===== config.mk =====
export PLATFORM = sky130hd
export DESIGN_NAME = wb
export DESIGN_NICKNAME = d
export VERILOG_FILES = /design/src/rtl/wb.sv
export SDC_FILE = /design/constraint.sdc
export NUM_CORES = 1
export LEC_CHECK = 0
export ABC_AREA = 1
export CORE_ASPECT_RATIO = 1.5
export CORE_UTILIZATION = 38
export CTS_BUF_LIST = sky130_fd_sc_hd__clkbuf_8 sky130_fd_sc_hd__clkbuf_16
export CTS_CLUSTER_SIZE = 12
export DETAILED_ROUTE_END_ITERATION = 8
export PLACE_DENSITY = 0.69
export SLEW_MARGIN = 15
export SYNTH_ARGS = -nofsm -noshare
export SYNTH_HDL_FRONTEND = slang
export SYNTH_SLANG_ARGS = --single-unit
export TNS_END_PERCENT = 5

===== constraint.sdc =====
create_clock -name clk -period 1.8 [get_ports clk]
set_clock_uncertainty 0.05 [all_clocks]
set_input_delay 0.27 -clock clk [delete_from_list [all_inputs] [get_ports clk]]
set_output_delay 0.27 -clock clk [all_outputs]
set_load 0.02 [all_outputs]

===== src/rtl/wb.sv =====
// ---------------------------------------------------------------------------
// wb : writeback stage of the five-stage CPU.
//
// Commits MEM-stage results to the register file, HI/LO and the CP0
// registers (Count, Status, Cause, EPC). Syscall/overflow raise an exception
// that redirects fetch to EXC_ENTRY. Eret returns to EPC. Both cases drive
// the cancel line that flushes IF/ID/EXE/MEM.
//
// Handshake: WB_valid marks a valid instruction for exactly one cycle.
// Writeback always completes in that cycle (WB_over = WB_valid), so there
// is no back-pressure. Upstream must drop WB_valid in the cycle after
// cancel.
//
// Ports
//   clk, resetn    clock, asynchronous active-low reset
//   WB_valid       instruction present in WB
//   MEM_WB_bus_r   119-bit registered MEM->WB bus
//   rf_wen/rf_wdest/rf_wdata  register-file write port
//   WB_over        WB finished this cycle
//   WB_wdest       destination for hazard detection (zero when idle)
//   exc_bus        {exc_valid, exc_pc} to fetch
//   cancel         flush of upstream stages
//   WB_pc          pc of the instruction in WB
//   HI_data/LO_data  current HI and LO
// ---------------------------------------------------------------------------
module wb #(
  parameter logic [31:0] EXC_ENTRY = 32'h0000_0008
) (
  input  logic         clk,
  input  logic         resetn,
  input  logic         WB_valid,
  input  logic [118:0] MEM_WB_bus_r,
  output logic         rf_wen,
  output logic [4:0]   rf_wdest,
  output logic [31:0]  rf_wdata,
  output logic         WB_over,
  output logic [4:0]   WB_wdest,
  output logic [32:0]  exc_bus,
  output logic         cancel,
  output logic [31:0]  WB_pc,
  output logic [31:0]  HI_data,
  output logic [31:0]  LO_data
);

  // CP0 addresses are {rd, sel}.
  localparam logic [7:0] ADDR_COUNT  = {5'd9,  3'd0};
  localparam logic [7:0] ADDR_STATUS = {5'd12, 3'd0};
  localparam logic [7:0] ADDR_CAUSE  = {5'd13, 3'd0};
  localparam logic [7:0] ADDR_EPC    = {5'd14, 3'd0};

  localparam logic [4:0] EXC_SYS = 5'd8;
  localparam logic [4:0] EXC_OV  = 5'd12;

  // Bus fields
  logic        w_rf_wen_bus;
  logic [4:0]  w_rf_wdest;
  logic [31:0] w_mem_result;
  logic [31:0] w_lo_result;
  logic        w_hi_write;
  logic        w_lo_write;
  logic        w_mfhi;
  logic        w_mflo;
  logic        w_mtc0;
  logic        w_mfc0;
  logic [7:0]  w_cp0r_addr;
  logic        w_syscall;
  logic        w_eret;
  logic        w_overflow;
  logic [31:0] w_pc;

  assign {w_rf_wen_bus, w_rf_wdest, w_mem_result, w_lo_result,
          w_hi_write, w_lo_write, w_mfhi, w_mflo, w_mtc0, w_mfc0,
          w_cp0r_addr, w_syscall, w_eret, w_overflow, w_pc} = MEM_WB_bus_r;

  // Architectural state
  logic [31:0] r_hi;
  logic [31:0] r_lo;
  logic [31:0] r_count;
  logic [7:0]  r_status_im;
  logic        r_status_exl;
  logic        r_status_ie;
  logic [1:0]  r_cause_ip;
  logic [4:0]  r_cause_exc;
  logic [31:0] r_epc;

  // Qualifiers
  logic w_exc;
  logic w_commit;
  logic w_eret_take;
  logic w_mtc0_take;

  assign w_exc       = WB_valid & (w_syscall | w_overflow);
  assign w_commit    = WB_valid & ~w_exc;
  assign w_eret_take = WB_valid & w_eret & ~w_exc;
  assign w_mtc0_take = w_commit & w_mtc0;

  // Register views with unimplemented bits forced to zero
  logic [31:0] w_status;
  logic [31:0] w_cause;

  assign w_status = {16'b0, r_status_im, 6'b0, r_status_exl, r_status_ie};
  assign w_cause  = {22'b0, r_cause_ip, 1'b0, r_cause_exc, 2'b0};

  logic [31:0] w_cp0_rdata;

  always_comb begin
    w_cp0_rdata = 32'b0;
    case (w_cp0r_addr)
      ADDR_COUNT:  w_cp0_rdata = r_count;
      ADDR_STATUS: w_cp0_rdata = w_status;
      ADDR_CAUSE:  w_cp0_rdata = w_cause;
      ADDR_EPC:    w_cp0_rdata = r_epc;
      default:     w_cp0_rdata = 32'b0;
    endcase
  end

  // Register-file port
  always_comb begin
    rf_wdata = w_mem_result;
    if (w_mfhi)      rf_wdata = r_hi;
    else if (w_mflo) rf_wdata = r_lo;
    else if (w_mfc0) rf_wdata = w_cp0_rdata;
  end

  assign rf_wen   = w_rf_wen_bus & w_commit;
  assign rf_wdest = w_rf_wdest;
  assign WB_wdest = w_rf_wdest & {5{WB_valid}};
  assign WB_over  = WB_valid;
  assign WB_pc    = w_pc;
  assign HI_data  = r_hi;
  assign LO_data  = r_lo;

  // Exception / eret redirect. Eret uses the pre-edge EPC.
  logic        w_exc_valid;
  logic [31:0] w_exc_pc;

  always_comb begin
    w_exc_valid = 1'b0;
    w_exc_pc    = 32'b0;
    if (w_exc) begin
      w_exc_valid = 1'b1;
      w_exc_pc    = EXC_ENTRY;
    end else if (w_eret_take) begin
      w_exc_valid = 1'b1;
      w_exc_pc    = r_epc;
    end
  end

  assign exc_bus = {w_exc_valid, w_exc_pc};
  assign cancel  = w_exc_valid;

  // HI / LO
  always_ff @(posedge clk or negedge resetn) begin
    if (!resetn) begin
      r_hi <= 32'b0;
      r_lo <= 32'b0;
    end else begin
      if (w_commit & w_hi_write) r_hi <= w_mem_result;
      if (w_commit & w_lo_write) r_lo <= w_lo_result;
    end
  end

  // Count: free-running, an mtc0 load takes precedence over the increment
  always_ff @(posedge clk or negedge resetn) begin
    if (!resetn) begin
      r_count <= 32'b0;
    end else if (w_mtc0_take && (w_cp0r_addr == ADDR_COUNT)) begin
      r_count <= w_mem_result;
    end else begin
      r_count <= r_count + 32'd1;
    end
  end

  // Status. Exception entry sets EXL, eret clears it.
  always_ff @(posedge clk or negedge resetn) begin
    if (!resetn) begin
      r_status_im  <= 8'b0;
      r_status_exl <= 1'b0;
      r_status_ie  <= 1'b0;
    end else begin
      if (w_mtc0_take && (w_cp0r_addr == ADDR_STATUS)) begin
        r_status_im  <= w_mem_result[15:8];
        r_status_exl <= w_mem_result[1];
        r_status_ie  <= w_mem_result[0];
      end
      if (w_exc)            r_status_exl <= 1'b1;
      else if (w_eret_take) r_status_exl <= 1'b0;
    end
  end

  // Cause: software writes only IP, hardware writes ExcCode
  always_ff @(posedge clk or negedge resetn) begin
    if (!resetn) begin
      r_cause_ip  <= 2'b0;
      r_cause_exc <= 5'b0;
    end else begin
      if (w_mtc0_take && (w_cp0r_addr == ADDR_CAUSE))
        r_cause_ip <= w_mem_result[9:8];
      if (w_exc)
        r_cause_exc <= w_syscall ? EXC_SYS : EXC_OV;
    end
  end

  // EPC: a nested exception (EXL already set) keeps the original return PC
  always_ff @(posedge clk or negedge resetn) begin
    if (!resetn) begin
      r_epc <= 32'b0;
    end else if (w_exc) begin
      if (!r_status_exl) r_epc <= w_pc;
    end else if (w_mtc0_take && (w_cp0r_addr == ADDR_EPC)) begin
      r_epc <= w_mem_result;
    end
  end

endmodule


==> impl_results.md <==
- Synth top area share: 41.0%
- TritonCTS Buffers: 17
- Top post-synthesis cells by area: dfrtp_1, nand2_1, nor2_1, mux2_2, o21ai_0
- Final instance area: 0.0140 mm²
- Die Height: 187 µm
- Yosys cell types: 32
- First-pass GRT wire length: 51.7 mm
- Clock root buffer: clkbuf_16
- Global placement routability congestion: 0.919
- Final Cycle Share: 112%
- Final hold vios: 0
- Outcome: finished, violations left
- Final core utilization: 62.5%
- Max_cap viols: 0
- Smallest setup slack after layout: -0.210 ns
- Max Slew Vio Count: 0
- Setup violators final: 32
- Peak supply drop: 803 µV
- Routed vias: 9665
- Vias in the first global route: 9687
- Post-synth EDFFs: 0
- Final nets: 1731
- GRT Residual Overflow: 0
- Setup TNS: -4.58 ns
- Cell Area, Synth: 0.00867 mm²
- Post-Synthesis Cells: 1216
- Failing checks: design-rule violations, negative setup slack
- Largest net degree at the start of global routing: 46
- Initial antenna violation count: 1
- Register area share after synthesis: 41.0%
- CTS max path bufs: 2
- Setup crit end kind: output pin
- DP HPWL: 24.8 mm
- Unrepaired setup endpoints after global routing: true
- Post-synth top cells: nand2_1, nor2_1, dfrtp_1
- Vias per inst: 5.09
- Synth Area per Inst: 7.13 µm²
- Worst setup SP type: input port
- Routed len/inst: 17.6 µm
- Syn-to-layout area delta: 61.4%
- Critical Path AT: 1.69 ns
- CTS tree: yes
- Clk_lat worst skew: 0.43 ns
- Initial core utilization: 38.8%
- R2R setup slack: 0.11 ns
- Die ar.: 0.0234 mm²
- Clock sinks: 142
- Min Tclk post-route: 2.01 ns
- Yosys warnings: 0
- Cell taking the most area after synthesis: dfrtp_1
- Count of input and output buffers: 295
- Cell row count: 67
- Core area: 0.0224 mm²
- GRT Resource Usage Total: 28.6%
- Htree depth: 4
- DRC violation count after routing: 7
- Required time of the worst setup path: 1.48 ns
- Pre-CTS setup slack: -1.08 ns
- Synth Register Bits: 142
- Ys async rst share: 100%
- Min Hold Slack: 0.207 ns
- Hold Crit Class: in2reg
- Worst-path clk slew: 0.06 ns
- P per Cell Area: 837 mW/mm²
- Worst slew pin tran: 0.488 ns
- P_leak: 6.84 nW
- Iter 0 DRT Violations: 714
- CP max FO: 5
- CP Class: in2out
- Ys flop type: dfrtp_1
- Most common cell in the netlist: nand2_1
- I/O Pins: 296
- Layout cell share with drive strength beyond 1: 25.4%
- Max-Slew Margin vs Limit: 67.2%
- FMAX: 0.498 GHz
- Dpl cell area: 0.0128 mm²
- Die Width: 125 µm
- TritonRoute pass-1 iters: 9
- Final wirelength: 33.4 mm
- Fillcell total: 1932
- Mapped Nets: 1339
- Routed Antenna Nets: 0
## per-stage QoR
stage / total power, W / cells
after floorplan: 0.00601 / 1216
after global placement: 0.00810 / 1839
after detailed placement: 0.00813 / 1839
after CTS: 0.0117 / 1896
after global routing: 0.0122 / 1898
final: 0.0117 / 1898
## logic make-up (layout without fill, tap and decap cells)
logic type	count (synthesis)	after routing	synth area share, %
AO/OA/AOI/OAI	191	191	12.2
AND/OR/NAND/NOR	626	628	29.4
XOR/XNOR	14	14	1.41
other	0	1	0
buffers and inverters	206	609	11.2
adder cells (fa/ha/maj)	1	1	0.144
flip-flops	142	142	41.0
multiplexers	36	36	4.67
## final timing paths
check	startpoint	end	depth (start not counted)
worst max register to register	r_count[0]	r_count[31]	10
worst min register to register	r_status_im[0]	r_status_im[0]	2
worst min-delay path	MEM_WB_bus_r[34]	r_cause_exc[2]	3
max in group asynchronous	resetn	r_epc[15]	3
worst max-delay path	MEM_WB_bus_r[42]	rf_wdata[30]	14
min in group asynchronous	resetn	r_epc[26]	2
## cell usage in the layout (no fill, tap or decap), types with 9 or more instances in the layout
cell and n:
nand2_1 344, clkdlybuf4s50_1 188, buf_4 148, nor2_1 144, dfrtp_1 142, inv_1 94
nand3_1 59, o21ai_0 56, o21ai_1 54, buf_6 49, mux2_2 36, o211ai_1 33
a21oi_1 31, buf_2 24, buf_12 23, clkbuf_16 17, dlymetal6s2s_1 16, nor2_2 15
nand2_2 15, dlygate4sd2_1 13, o21ai_2 11, nand3_2 10, nor2_4 10, inv_2 9
nor3_1 9
## area by class of cell
cell class | instances | area, µm² | area share (%)
diodes | 1 | 2.50 | 0.0179
inverters | 106 | 418 | 2.99
flip-flops and latches | 142 | 3550 | 25.4
repair buffers | 471 | 4640 | 33.1
clock buffers | 18 | 439 | 3.14
multi-input cells | 870 | 4470 | 31.9
well taps | 276 | 345 | 2.47
clock inverters | 14 | 131 | 0.939
## power by group
group | internal (W) | total [W] | switching [W]
sequential | 0.00376 | 0.00419 | 0.000430
clock | 0.00196 | 0.00349 | 0.00153
combinational | 0.00193 | 0.00404 | 0.00211
## sequential cells by signal (all words and copies together), names as in the netlist
name          count
HI_data          32
LO_data          32
r_cause_exc       2
r_cause_ip        2
r_count          32
r_epc            32
r_status_exl      1
r_status_ie       1
r_status_im       8
## layer usage
layer  GRT usage [%]  vias up  wire length [µm]
li1                -     4653                 -
met1            31.9     4556             12700
met2            53.1      381             17600
met3            4.35       75              1810
met4            12.7        0              1340
met5               0        -                 0
## timing repair
item,4_1_cts,5_1_grt
hold buffers,1,0
endpoints found under the hold margin,35,0
resized for setup,442,88
endpoints found under the setup margin,77,118
pin swaps,38,33
cloned,9,0
setup buffers,16,3
## worst max-delay path, stage by stage
cell and delay [ns]:
buf_6 0.09, inv_4 0.05, nand2_4 0.06, buf_12 0.12, nor2_4 0.19, buf_6 0.16, nand2_8 0.08, buf_12 0.15
nor2_2 0.08, o21ai_1 0.06, nand2_1 0.11, nand2_1 0.07, nand2_1 0.08, buf_6 0.12
Power figures use the tool's default switching activity.
